File: config.mk
export PLATFORM = sky130hd
export DESIGN_NAME = syncfifo_param
export DESIGN_NICKNAME = d
export VERILOG_FILES = /design/src/rtl/syncfifo_param.sv
export SDC_FILE = /design/constraint.sdc
export NUM_CORES = 1
export LEC_CHECK = 0
export CORE_ASPECT_RATIO = 2
export CORE_MARGIN = 5
export CORE_UTILIZATION = 50
export DETAILED_ROUTE_END_ITERATION = 10
export GPL_TIMING_DRIVEN = 0
export PLACE_DENSITY = 0.72
export SYNTH_ARGS = -nofsm -noshare
export SYNTH_HDL_FRONTEND = slang
export SYNTH_SLANG_ARGS = --single-unit
File: constraint.sdc
create_clock -name clk -period 3.3 [get_ports clk]
set_input_delay 0.33 -clock clk [delete_from_list [all_inputs] [get_ports clk]]
set_output_delay 0.33 -clock clk [all_outputs]
set_load 0.01 [all_outputs]
File: src/rtl/syncfifo_param.sv
// syncfifo_param: single-clock parametrised FIFO for same-domain buffering.
// It keeps the wpush/wfull and rpull/rempty handshake. It provides either a
// first-word-fall-through read or a registered read, plus an occupancy count,
// programmable almost-full/almost-empty thresholds, a synchronous flush, and
// sticky overflow/underflow error flags.
module syncfifo_param #(
    parameter int DATA_WIDTH = 32,
    parameter int ADDR_WIDTH = 4,
    parameter bit FWFT       = 1'b1,
    parameter int AFULL_TH   = (1 << ADDR_WIDTH) - 2,
    parameter int AEMPTY_TH  = 2
) (
    input  logic                  clk,
    input  logic                  rst,
    input  logic                  flush,
    input  logic                  wpush,
    input  logic [DATA_WIDTH-1:0] wdata,
    output logic                  wfull,
    output logic                  almost_full,
    input  logic                  rpull,
    output logic [DATA_WIDTH-1:0] rdata,
    output logic                  rempty,
    output logic                  almost_empty,
    output logic [ADDR_WIDTH:0]   count,
    output logic                  overflow,
    output logic                  underflow
);

    localparam int DEPTH = 1 << ADDR_WIDTH;
    localparam logic [ADDR_WIDTH:0] DEPTH_C  = (ADDR_WIDTH+1)'(DEPTH);
    localparam logic [ADDR_WIDTH:0] AFULL_C  = (ADDR_WIDTH+1)'(AFULL_TH);
    localparam logic [ADDR_WIDTH:0] AEMPTY_C = (ADDR_WIDTH+1)'(AEMPTY_TH);

    logic [DATA_WIDTH-1:0] mem [DEPTH];
    logic [ADDR_WIDTH-1:0] wptr;
    logic [ADDR_WIDTH-1:0] rptr;
    logic                  push_ok;
    logic                  pull_ok;

    // Status flags come only from the registered count, so there is no
    // combinational path from wpush or rpull to any flag.
    // NOTE: every output of an always_comb block is assigned on every path, so no latch is inferred.
    always_comb begin
        wfull        = (count == DEPTH_C);
        rempty       = (count == '0);
        almost_full  = (count >= AFULL_C);
        almost_empty = (count <= AEMPTY_C);
    end

    // A request is accepted only against the state before the edge. When the
    // FIFO is empty, a pull issued together with a push is therefore rejected.
    // When it is full, a push issued together with a pull is rejected.
    assign push_ok = wpush && !wfull;
    assign pull_ok = rpull && !rempty;

    // Pointers, occupancy and sticky error flags. Reset has priority over
    // flush, and flush has priority over push and pull.
    // NOTE: state registers use non-blocking assignments so every flop samples pre-edge values.
    always_ff @(posedge clk) begin
        if (rst) begin
            wptr      <= '0;
            rptr      <= '0;
            count     <= '0;
            overflow  <= 1'b0;
            underflow <= 1'b0;
        end else if (flush) begin
            wptr  <= '0;
            rptr  <= '0;
            count <= '0;
        end else begin
            if (push_ok) wptr <= wptr + 1'b1;
            if (pull_ok) rptr <= rptr + 1'b1;
            case ({push_ok, pull_ok})
                2'b10:   count <= count + 1'b1;
                2'b01:   count <= count - 1'b1;
                default: count <= count;
            endcase
            if (wpush && wfull)  overflow  <= 1'b1;
            if (rpull && rempty) underflow <= 1'b1;
        end
    end

    // Storage array. Reset and flush suppress the write, but the array is
    // never cleared.
    // NOTE: the memory has no reset so it can map onto RAM; pointers and count alone define validity.
    always_ff @(posedge clk) begin
        if (!rst && !flush && push_ok) mem[wptr] <= wdata;
    end

    generate
        if (FWFT) begin : g_fwft
            // The head word is visible as soon as it is stored. The output
            // reads zero while the FIFO is empty.
            assign rdata = rempty ? '0 : mem[rptr];
        end else begin : g_reg_read
            // Registered read: the popped word appears one cycle after the
            // pull edge and holds until the next accepted pull.
            always_ff @(posedge clk) begin
                if (rst || flush)  rdata <= '0;
                else if (pull_ok)  rdata <= mem[rptr];
            end
        end
    endgenerate

endmodule

-- Word-level counts from Yosys, hierarchy flattened
Memory sizes are Yosys's and may differ from the RTL's. A register that Yosys moved wholly into a read port is not among the register bits.
Index checks and enable logic that the tools add are counted.
Widths: inputs -> output; s select.
- eq/ne operators: 3
- add/sub/neg operators: 4
- bitwise gates (word level): 1
- reduce and logical (&&, ||, !) cells: 15
- mux-type cells: 6
- order comparisons: 2
- operators with widths (operator ; number):
    $mux 32 ; 1
    $pmux 5 s2 ; 1
    $add 4x1->4 const B ; 2
    $mux 4 ; 2
    $logic_and 1x1->1 ; 6
    $add 5x1->5 const B ; 1
    $eq 5x5->1 const B ; 1
    $ge 5x4->1 const B ; 1
    $le 5x2->1 const B ; 1
    $logic_not 5->1 ; 1
    $sub 5x1->5 const B ; 1
    $logic_not 1->1 ; 4
    $reduce_and 2->1 ; 2
    $eq 2x1->1 const B ; 1
    $eq 2x2->1 const B ; 1
    $mux 1 ; 2
    $reduce_bool 2->1 ; 1
    $reduce_or 2->1 ; 1
    $not 1->1 ; 1
- memory bits (writable): 512
- input port bits: 37
- output and inout port bits: 43
- word-level logic and storage cells: 37
- bits in registers: 15
- memories kept: 1
- memories (memory ; depth ; width ; read ports ; clocked after Yosys merged registers in ; wr ports ; line ; RTL):
    mem ; 16 ; 32 ; 1 ; 1 ; 1 ; 34 ; logic [DATA_WIDTH-1:0] mem [DEPTH];

-- Logic depth before layout (Yosys ltp)
Gate-level depths: netlist of run 1.
- word-level depth: 6
- depth in mapped cells: 14
- depth with buffers taken out: 10

-- Worst setup path before layout of run 1
No wires, ideal clock.
- path type: register to register
- start: register count[2]
- end: memory mem[12][0], enable pin
- arrival time: 2702 ps
- library setup time: 421 ps
- data required time: 2879 ps
- setup slack: 177 ps
- clock period less this slack: 3123 ps
- cell stages (with the launch flop): 8
- path buffers: 3
- cell sequence: dfxtp_1 > buf_2 > or4_4 > buf_6 > o21a_1 > clkbuf_1 > nand2_1 > nor2_1
- cells in the longest elaborated chain, start to end: 6
- ends and longest elaborated chain (what ; line ; RTL):
    start, declared ; 24 ; output logic [ADDR_WIDTH:0] count,
    start signal, assigned ; 74 ; 2'b10: count <= count + 1'b1;
    start signal, assigned ; 75 ; 2'b01: count <= count - 1'b1;
    start signal, assigned ; 76 ; default: count <= count;
    $eq 5x5->1 ; 44 ; wfull = (count == DEPTH_C);
    $logic_not 1->1 ; 53 ; assign push_ok = wpush && !wfull;
    $logic_and 1x1->1 ; 53 ;
    $logic_and 1x1->1 ; 87 ; if (!rst && !flush && push_ok) mem[wptr] <= wdata;
    $mux 1 ; 87 ;
    $mux 1 (not written as such) ; 87 ;
    end, declared ; 34 ;
Every way passes these cells.

-- Worst setup path in the final report of run 1
- start: register count[1]
- end: output rdata[18]
- cells in the longest elaborated chain, start to end: 2
- ends and longest elaborated chain (what ; line ; RTL):
    $logic_not 5->1 ; 45 ; rempty = (count == '0);
    $mux 32 ; 94 ; assign rdata = rempty ? '0 : mem[rptr];
    end, declared ; 21 ; output logic [DATA_WIDTH-1:0] rdata,
Every way passes these cells.

==> results of run 1 <==
## Yosys cell counts
| master | number |
|---|---|
| nand4bb_1 | 1 |
| nor2_1 | 33 |
| a221o_1 | 32 |
| nand3_1 | 4 |
| or2_2 | 2 |
| mux2_2 | 32 |
| o21ai_2 | 1 |
| or4_1 | 2 |
| nor3b_1 | 2 |
| a21boi_0 | 1 |
| nand3b_1 | 1 |
| o211ai_1 | 4 |
| nor2b_1 | 32 |
| o311ai_0 | 1 |
| xnor2_1 | 1 |
| and3_1 | 2 |
| mux4_2 | 128 |
| o21a_1 | 1 |
| o31ai_1 | 1 |
| a31oi_1 | 2 |
| o21ai_0 | 1 |
| buf_4 | 3 |
| edfxtp_1 | 512 |
| xor2_1 | 5 |
| a2111oi_0 | 1 |
| inv_1 | 8 |
| clkbuf_1 | 15 |
| nand4b_1 | 1 |
| buf_6 | 2 |
| a21oi_1 | 4 |
| or3_1 | 1 |
| buf_1 | 3 |
| nand2b_1 | 1 |
| o211a_1 | 1 |
| ha_1 | 8 |
| and4b_1 | 1 |
| a31o_2 | 1 |
| o211ai_4 | 1 |
| dfxtp_1 | 19 |
| nor2_8 | 1 |
| nand2_1 | 14 |
| mux2i_1 | 5 |
| nor3_1 | 1 |
| buf_2 | 26 |
| or4_4 | 1 |
## power groups by stage
stage	Sequential (mW)	Clock (mW)	Combinational (mW)
floorplan	7.56	0	0.207
global placement	7.56	0	0.464
detailed placement	7.56	0	0.486
CTS	7.41	4.94	0.473
global route	7.41	5.25	0.501
finish	7.41	4.88	0.466
## final timing paths
kind                            slack, ns         to  startpoint
worst min register to register       0.48  underflow   underflow
worst max-delay path                 0.08  rdata[18]    count[1]
worst min-delay path                 0.38  underflow         rst
worst max register to register       0.23   count[4]    count[1]
## through the flow
step | cell area [µm²] | util | setup WS [ns] | hold WS (ns) | std cells
2_1_floorplan | 20490 | - | 0.1772 | 0.4024 | 919
3_3_place_gp | 21950 | 0.5372 | -1.943 | 0.4570 | 1533
3_5_place_dp | 22420 | 0.5487 | -0.2870 | 0.4749 | 1549
4_1_cts | 23890 | 0.5847 | 0.01041 | 0.3778 | 1624
5_1_grt | 23890 | 0.5846 | 0.01416 | 0.4110 | 1624
6_report | 23890 | 0.5847 | 0.07734 | 0.3812 | 1625
## logic make-up after synthesis
family | synth area share
simple gates | 0.02626
compound gates | 0.02327
flops | 0.7690
fa+ha+maj | 0.004886
mux | 0.1607
xor+xnor | 0.002565
buf+inv | 0.01331
## routing by layer
layer | global-route usage | vias to the layer above
li1 | - | 4141
met5 | 0 | -
met4 | 0.06809 | 2
met1 | 0.2220 | 5195
met2 | 0.3980 | 327
met3 | 0.02570 | 86
## final cells by class
cell class	count	share of cell area
inverter	8	0.001257
tap	535	0.02802
antenna	1	0.0001048
sequential	531	0.6596
timing repair buffer	98	0.04840
multi-input combinational	331	0.1924
clock inverter	16	0.004295
buffer	47	0.01545
clock buffer	58	0.05044
## sequential cells by signal, indices dropped and copies added (netlist names), named ones only
name / flops
count: 5
mem: 512
overflow: 1
rptr: 4
underflow: 1
wptr: 4
## timing repair
item / in CTS / in global routing
pin swaps: 1 / 0
cloned: 1 / 0
gates resized for setup: 92 / 6
setup buffers: 2 / 0
endpoints found under the setup margin: 33 / 6
==> flow_summary.ini, run 1 <==
[status]
outcome = complete, no violations

[finish]
final_common_cell = edfxtp_1
layout_common_cells = edfxtp_1, mux4_2, clkdlybuf4s50_1
fill_cells = 2866
seqCellArea_um2 = 15760
nNetsFinal = 1106
syn_to_final_growth_pct = 16.59
drive_gt1_frac = 0.2801
multi_input_area_um2 = 4597

[floorplan]
num_rows = 105
die_h_um = 296.3
die_x_um = 153.1
start_util = 0.5015
dieArea_um2 = 45370
num_io_pins = 80
core-area_um2 = 40860

[synthesis]
yosysTopAreaCellShare = 0.7504
syn-num-nets = 964
yosys.cell_types.count = 45
yosysWarnings = 0
ys_ff_latch = 531
synth_area_leaders = edfxtp_1, mux4_2, dfxtp_1
syn_inst = 919
seq_area_frac_synth = 0.7690
synth_top_area_cell = edfxtp_1
avgSynthCellArea_um2 = 22.29
synthesis.area_um2 = 20490

[cts]
htree_levels = 2
numCtsBuffers = 44
cts_tree = done
root_buffer = clkbuf_16
clkTransAtPathRegs_ns = 0.07
clock-sinks = 531
clkLatencyLatePin_ns = 0.55
clockBufferDepth = 3
hold_buffers = 0

[sta]
period_minus_slack_ns = 3.223
fin_skew_ns = 0.01843
setup_viol = 0
slew_violations = 0
hold_viol = 0
finalCritPeriodShare = 0.9766
tightest_slew_ns = 0.9746
totalNegativeSetupSlack_ns = 0
fmax_mhz = 310.3
rsz0062_at_grt = false
max_slew_margin = 0.3474

[critical_path]
cp_max_fo = 10
crit_slowest_cell = or4_4
cpLargestDelayFamily = buffers and inverters
r2r_cells = 13
critPathMostFrequentCell = buf_6
crit_arrival_ns = 2.89
crit_required_ns = 2.97
path_depth = 9
crit_chain = buf_6 > or4_4 > buf_6 > o211ai_4 > buf_12 > bufbuf_16 > nor2b_1 > a221o_1 > dlygate4sd2_1
path_buf_inv = 5
endpoint_kind = primary output
critPathLaunchType = flip-flop
slowest_delay_ns = 0.51
critPathKind = reg -> out

[routing]
wl_met1_mm = 15.30
wl_met2_mm = 26.59
top_layer = met5
first_iter_violations = 884
vias = 9751
wl_met3_mm = 2.041
wl_per_cell_um = 27.94
vias_per_cell = 6.001
dr.pass1.iters = 4
ant_nets = 0
wl_mm = 45.40
drc = 0

[pwr]
power_mw = 12.76
irDropWorstVdd_uv = 365.8
p_leak_nw = 7.466
p_switching_mw = 2.521
power.share.switching = 0.1976
clock_power_share = 0.382
seqPwrFrac = 0.581
internal_power_mw = 10.24
power_density_nw_per_um2 = 534.0
pwr-share-comb = 0.037

[placement]
gp_congestion = 0.7435
io_buffer_count = 79
hpwl_mm = 29.09

[grt]
grt_pass1_wl_mm = 67.30
grt_max_degree = 24
antenna_found_initial = 1
grt_pass1_vias = 10542
track_usage = 0.2020
grt.overflow.total = 0

[hold_path]
min-delay-path-class = in -> reg
holdPathStages = 2

[job]
drv_cap = 0
No activity file was read; power rests on OpenSTA's default activity.
==> inputs of run 2 (changes only) <==
==> constraint.sdc (replaced) <==
create_clock -name clk -period 3.3 [get_ports clk]
set_input_delay 0.33 -clock clk [delete_from_list [all_inputs] [get_ports clk]]
set_output_delay 0.33 -clock clk [all_outputs]
set_load 0.005 [all_outputs]
==> run 2 against run 1 <==
Wire length increased by 0.29%. Cell area rose by 0.24%. Count of clock-buffer cells in the layout did not move. Global-route usage up 0.071 points. Critical path depth is the same. Highest routed layer unchanged. Register-to-register slack about the same. Total power about the same. Critical path type unchanged.
==> flow_summary.ini, run 2 (synthesis gave the netlist of run 1 again) <==
[sta]
period_minus_slack_ns = 3.223
totalNegativeSetupSlack_ns = 0
hold_viol = 0
tightest_slew_ns = 0.9744
slew_violations = 0
rsz0062_at_grt = false
max_slew_margin = 0.3475
fmax_mhz = 310.2
fin_skew_ns = 0.01917
finalCritPeriodShare = 0.9768
setup_viol = 0

[placement]
gp_congestion = 0.7435
io_buffer_count = 79
dpl_cell_area_um2 = 22420
hpwl_mm = 29.09
dp.cells = 1549

[pwr]
power_density_nw_per_um2 = 532.5
irDropWorstVdd_uv = 364.0
p_leak_nw = 7.505
power_mw = 12.75

[floorplan]
core-area_um2 = 40860
die_h_um = 296.3
num_io_pins = 80
dieArea_um2 = 45370
start_util = 0.5015
num_rows = 105
die_x_um = 153.1

[cts]
root_buffer = clkbuf_16
cts_tree = done
clkLatencyLatePin_ns = 0.55
numCtsBuffers = 44
clock-sinks = 531
clkTransAtPathRegs_ns = 0.07
hold_buffers = 0
htree_levels = 2
clockBufferDepth = 3

[grt]
globalRouteMet3Util = 0.02570
met1_usage = 0.2252
antenna_found_initial = 1
track_usage = 0.2027
busiest_layer = met2
grt_pass1_vias = 10542
grt_pass1_wl_mm = 67.56
grt.overflow.total = 0
grt_max_degree = 24
met2_usage = 0.3961

[critical_path]
critPathKind = reg -> out
crit_required_ns = 2.97
crit_arrival_ns = 2.89
endpoint_kind = primary output
critPathLaunchType = flip-flop
cp_max_fo = 10

[finish]
largest_reg_flops = 512
finalInstanceArea_um2 = 23940
multi_input_area_um2 = 4597
nNetsFinal = 1108
seqCellArea_um2 = 15760
fill_cells = 2854
final_common_cell = edfxtp_1
syn_to_final_growth_pct = 16.87
top_regs = mem x512, count x5
drive_gt1_frac = 0.2805
final_cells = 1627
largest-register = mem
layout_common_cells = edfxtp_1, mux4_2, clkdlybuf4s50_1

[hold_path]
min-delay-path-class = in -> reg

[routing]
vias = 9751
wl_per_cell_um = 27.98
dr.pass1.iters = 5
vias_per_cell = 5.993
ant_nets = 0
wl_mm = 45.53
drc = 0
first_iter_violations = 791

[status]
outcome = complete, no violations

[job]
drv_cap = 0
run 2: cell types whose count changed in the layout (fill, tap and decap cells not counted), moves of 2 or more:
cell / before / now
buf_12: 13 / 15
buf_2: 7 / 4
buf_4: 13 / 16
buf_6: 10 / 12
buf_8: 4 / 2
clkbuf_2: 8 / 5
clkdlybuf4s15_1: 2 / 0
dlygate4sd2_1: 28 / 31
run 2: power breakdown:
| group | internal, mW | total, mW | switching, mW |
|---|---|---|---|
| clock network | 2.64 | 4.88 | 2.24 |
| logic | 0.201 | 0.459 | 0.259 |
| registers | 7.40 | 7.41 | 0.0110 |
| total | 10.2 | 12.7 | 2.51 |
run 2: through the flow:
stage | utilization | setup slack [ns] | hold WS, ns
floorplan | - | 0.2266 | 0.4024
global placement | 0.5372 | -1.943 | 0.4570
detailed placement | 0.5487 | -0.2549 | 0.4749
CTS | 0.5859 | -0.03804 | 0.3778
global route | 0.5860 | 0.01058 | 0.4090
finish | 0.5860 | 0.07656 | 0.3807
run 2: critical path, cell delays in order (launching register included):
cell and delay, ns:
dfxtp_1 0.32, buf_6 0.14, or4_4 0.51, buf_6 0.16, o211ai_4 0.21, buf_12 0.16
buf_12 0.14, nor2b_1 0.05, a221o_1 0.33, dlygate4sd2_1 0.30
run 2: worst paths after layout:
| kind | cells past startpoint | start | end | slack (ns) |
|---|---|---|---|---|
| max | 9 | count[1] | rdata[14] | 0.08 |
| min | 2 | rst | underflow | 0.38 |
| max reg2reg | 13 | count[1] | count[2] | 0.23 |
| min reg2reg | 2 | underflow | underflow | 0.48 |
run 2: area by class of cell:
class / count / share of cell area
well taps: 535 / 0.02796
repair buffers: 100 / 0.04922
flip-flops and latches: 531 / 0.6580
diodes: 1 / 0.0001045
plain buffers: 47 / 0.01683
inverters: 8 / 0.001254
multi-input cells: 331 / 0.1920
clock buffers: 58 / 0.05032
clock inverters: 16 / 0.004285
run 2: layer usage:
metal  part of all wire  routed length, µm
met2               0.58              26520
met5            0.00015                  7
met1               0.34              15470
met3              0.045               2055
met4              0.032               1475
run 2: what timing repair did:
action | CTS | global route
setup buffers | 4 | 0
gates resized for setup | 101 | 3
gates cloned | 1 | 0
pin swaps | 2 | 1
setup endpoints to repair | 33 | 3
endpoints found under the hold margin | 0 | 0
==> inputs of run 3 (changes only) <==
--- a/config.mk
+++ b/config.mk
@@ -5,12 +5,16 @@
 export SDC_FILE = /design/constraint.sdc
 export NUM_CORES = 1
 export LEC_CHECK = 0
+export ABC_AREA = 1
+export CELL_PAD_IN_SITES_DETAIL_PLACEMENT = 0
+export CELL_PAD_IN_SITES_GLOBAL_PLACEMENT = 1
 export CORE_ASPECT_RATIO = 2
 export CORE_MARGIN = 5
 export CORE_UTILIZATION = 50
 export DETAILED_ROUTE_END_ITERATION = 10
 export GPL_TIMING_DRIVEN = 0
-export PLACE_DENSITY = 0.72
+export HOLD_SLACK_MARGIN = 0.03
+export PLACE_DENSITY = 0.82
 export SYNTH_ARGS = -nofsm -noshare
 export SYNTH_HDL_FRONTEND = slang
 export SYNTH_SLANG_ARGS = --single-unit
==> run 3 against run 2 <==
Core utilization rose by 1.1 points. Flip-flop and latch count did not move. Count of clock-buffer cells in the layout rose by 2. Combinational power rose to 3.8 times the previous value. Largest cell class unchanged.
==> flow_summary.ini, run 3 <==
[synthesis]
yosysTopAreaCellShare = 0.7382
ys_ff_latch = 531
synth_edf_count = 512
synth_ff_type = edfxtp_1
synth_common_cells = edfxtp_1, nor2_1, o21ai_0
seq_area_frac_synth = 0.7565
syn_inst = 1546
synthesis.area_um2 = 20830
synth_top_area_cell = edfxtp_1
yosys.cell_types.count = 26
synth_area_leaders = edfxtp_1, o21ai_0, nor2_1
avgSynthCellArea_um2 = 13.47
yosysWarnings = 0
synth_async_sr_flop_share = 0
yosys.cell_count.top_type = edfxtp_1
syn-num-nets = 1591

[placement]
hpwl_mm = 41.38
dpl_cell_area_um2 = 22750
dp.cells = 2176
gp_congestion = 0.8654
place_ws_ns = 0.02533
io_buffer_count = 79

[critical_path]
critPathKind = reg -> out
r2r-end = mem[15][1]
critPathLaunchType = flip-flop
crit_required_ns = 2.97
ff2ff_setup_slack_ns = 0.77
endpoint_kind = primary output
crit_arrival_ns = 2.95
cp_max_fo = 10
r2r_cells = 8
crit-reg2reg-launch = count[1]

[sta]
hold_viol = 0
setup_viol = 0
finalCritPeriodShare = 0.9937
max_slew_margin = 0.3714
whs_ns = 0.3470
layout_setup_ws_ns = 0.02082
tightest_slew_ns = 0.9428
fmax_mhz = 305.0
fin_skew_ns = 0.03042
slew_violations = 0
period_minus_slack_ns = 3.279

[floorplan]
die_h_um = 298.6
num_rows = 105
start_util = 0.5065
core-area_um2 = 41120
dieArea_um2 = 46080
die_x_um = 154.3
num_io_pins = 80

[finish]
largest_reg_flops = 512
final_common_cell = edfxtp_1
n_antenna_cell = 0
largest-register = mem
layout_common_cells = edfxtp_1, nor2_1, o21ai_0
postLayoutCoreUtil = 0.5970
final_cells = 2255
nNetsFinal = 1734
syn_to_final_growth_pct = 17.88
drive_gt1_frac = 0.1343
top_regs = mem x512, count x5
finalInstanceArea_um2 = 24550

[routing]
wl_per_cell_um = 27.44
first_iter_violations = 1365
drc = 0
vias_per_cell = 6.267
wl_mm = 61.88
dr.pass1.iters = 7
vias = 14133
ant_nets = 0

[grt]
grt_pass1_vias = 14562
grt_pass1_wl_mm = 89.83
grt_max_degree = 23
track_usage = 0.2641
grt.overflow.total = 0
antenna_found_initial = 0

[pwr]
p_leak_nw = 7.996
power_density_nw_per_um2 = 576.2
irDropWorstVdd_uv = 387.3

[cts]
clockBufferDepth = 3
htree_levels = 2
clock-sinks = 531
cts_tree = done
root_buffer = clkbuf_16
clkTransAtPathRegs_ns = 0.06
numCtsBuffers = 44
clkLatencyLatePin_ns = 0.57

[status]
outcome = complete, no violations

[hold_path]
whs_endpoint = overflow
hp-start = rst
holdPathStages = 2
min-delay-path-class = in -> reg

[job]
drv_cap = 0
[run 3: changes by cell type after synthesis, moves of 6 or more]
cell	delta
a21oi_1	+36
a221o_1	-32
clkbuf_1	+43
clkbuf_2	+6
inv_1	+14
mux2_2	-32
mux4_2	-128
nand3_1	+57
nor2_1	+296
nor2b_1	-32
o21ai_0	+266
o21ai_1	+14
o221ai_1	+92
o22ai_1	+36
[run 3: power by group]
part,internal [mW],total (mW),switching (mW)
sequential,7.42,7.45,0.0233
clock,2.66,4.96,2.30
combinational,0.640,1.74,1.10
[run 3: worst max path at each step]
stage	start	endpoint	slack (ns)
2_1_floorplan	count[2]	mem[11][0]	0.51
3_3_place_gp	rst	mem[14][1]	-1.77
3_5_place_dp	flip-flop	rdata[29]	0.03
4_1_cts	flip-flop	rdata[28]	-0.04
5_1_grt	count[1]	rdata[26]	-0.02
6_report	flip-flop	rdata[28]	0.02
[run 3: stage by stage]
stage	total power [mW]	setup TNS, ns
CTS	14.13	-0.1296
floorplan	8.324	0
detailed placement	9.194	0
global route	14.54	-0.02350
global placement	9.148	-772.57
finish	14.15	0
[run 3: critical path, stage by stage (launching register included)]
cell and delay (ns):
dfxtp_2 0.42, inv_1 0.25, buf_1 0.68, nand3_1 0.22, a21oi_2 0.24, clkdlybuf4s50_1 0.56
[run 3: cell type report]
class,instances,area [µm²]
fillers,3118,16570
repair buffers,98,1159
clock buffers,60,1254
well taps,535,669.4
plain buffers,108,774.5
inverters,26,100.1
multi-input cells,880,4741
clock inverters,17,93.84
flip-flops and latches,531,15760
[run 3: cells by family (layout without fill, tap and decap cells)]
group	count (synthesis)	count (layout)	synth area share
and+or+nand+nor	413	413	0.07858
buffers and inverters	135	309	0.02956
xor gates and xnor gates	6	6	0.002523
DFF	531	531	0.7565
adders and majority gates	8	8	0.004806
AOI/OAI and AO/OA	453	453	0.1281
[run 3: repair_timing]
action | 4_1_cts | 5_1_grt
gates resized for setup | 109 | 66
pin swaps | 5 | 19
setup buffers | 1 | 2
hold buffers | 0 | 0
setup endpoints to repair | 32 | 32
[run 3: routing by layer]
layer / share of wire / up-vias / GRT usage
li1: - / 6123 / -
met1: 0.33 / 7015 / 0.2785
met2: 0.53 / 762 / 0.4770
met3: 0.067 / 233 / 0.04025
met4: 0.075 / 0 / 0.1804
met5: 0 / - / 0
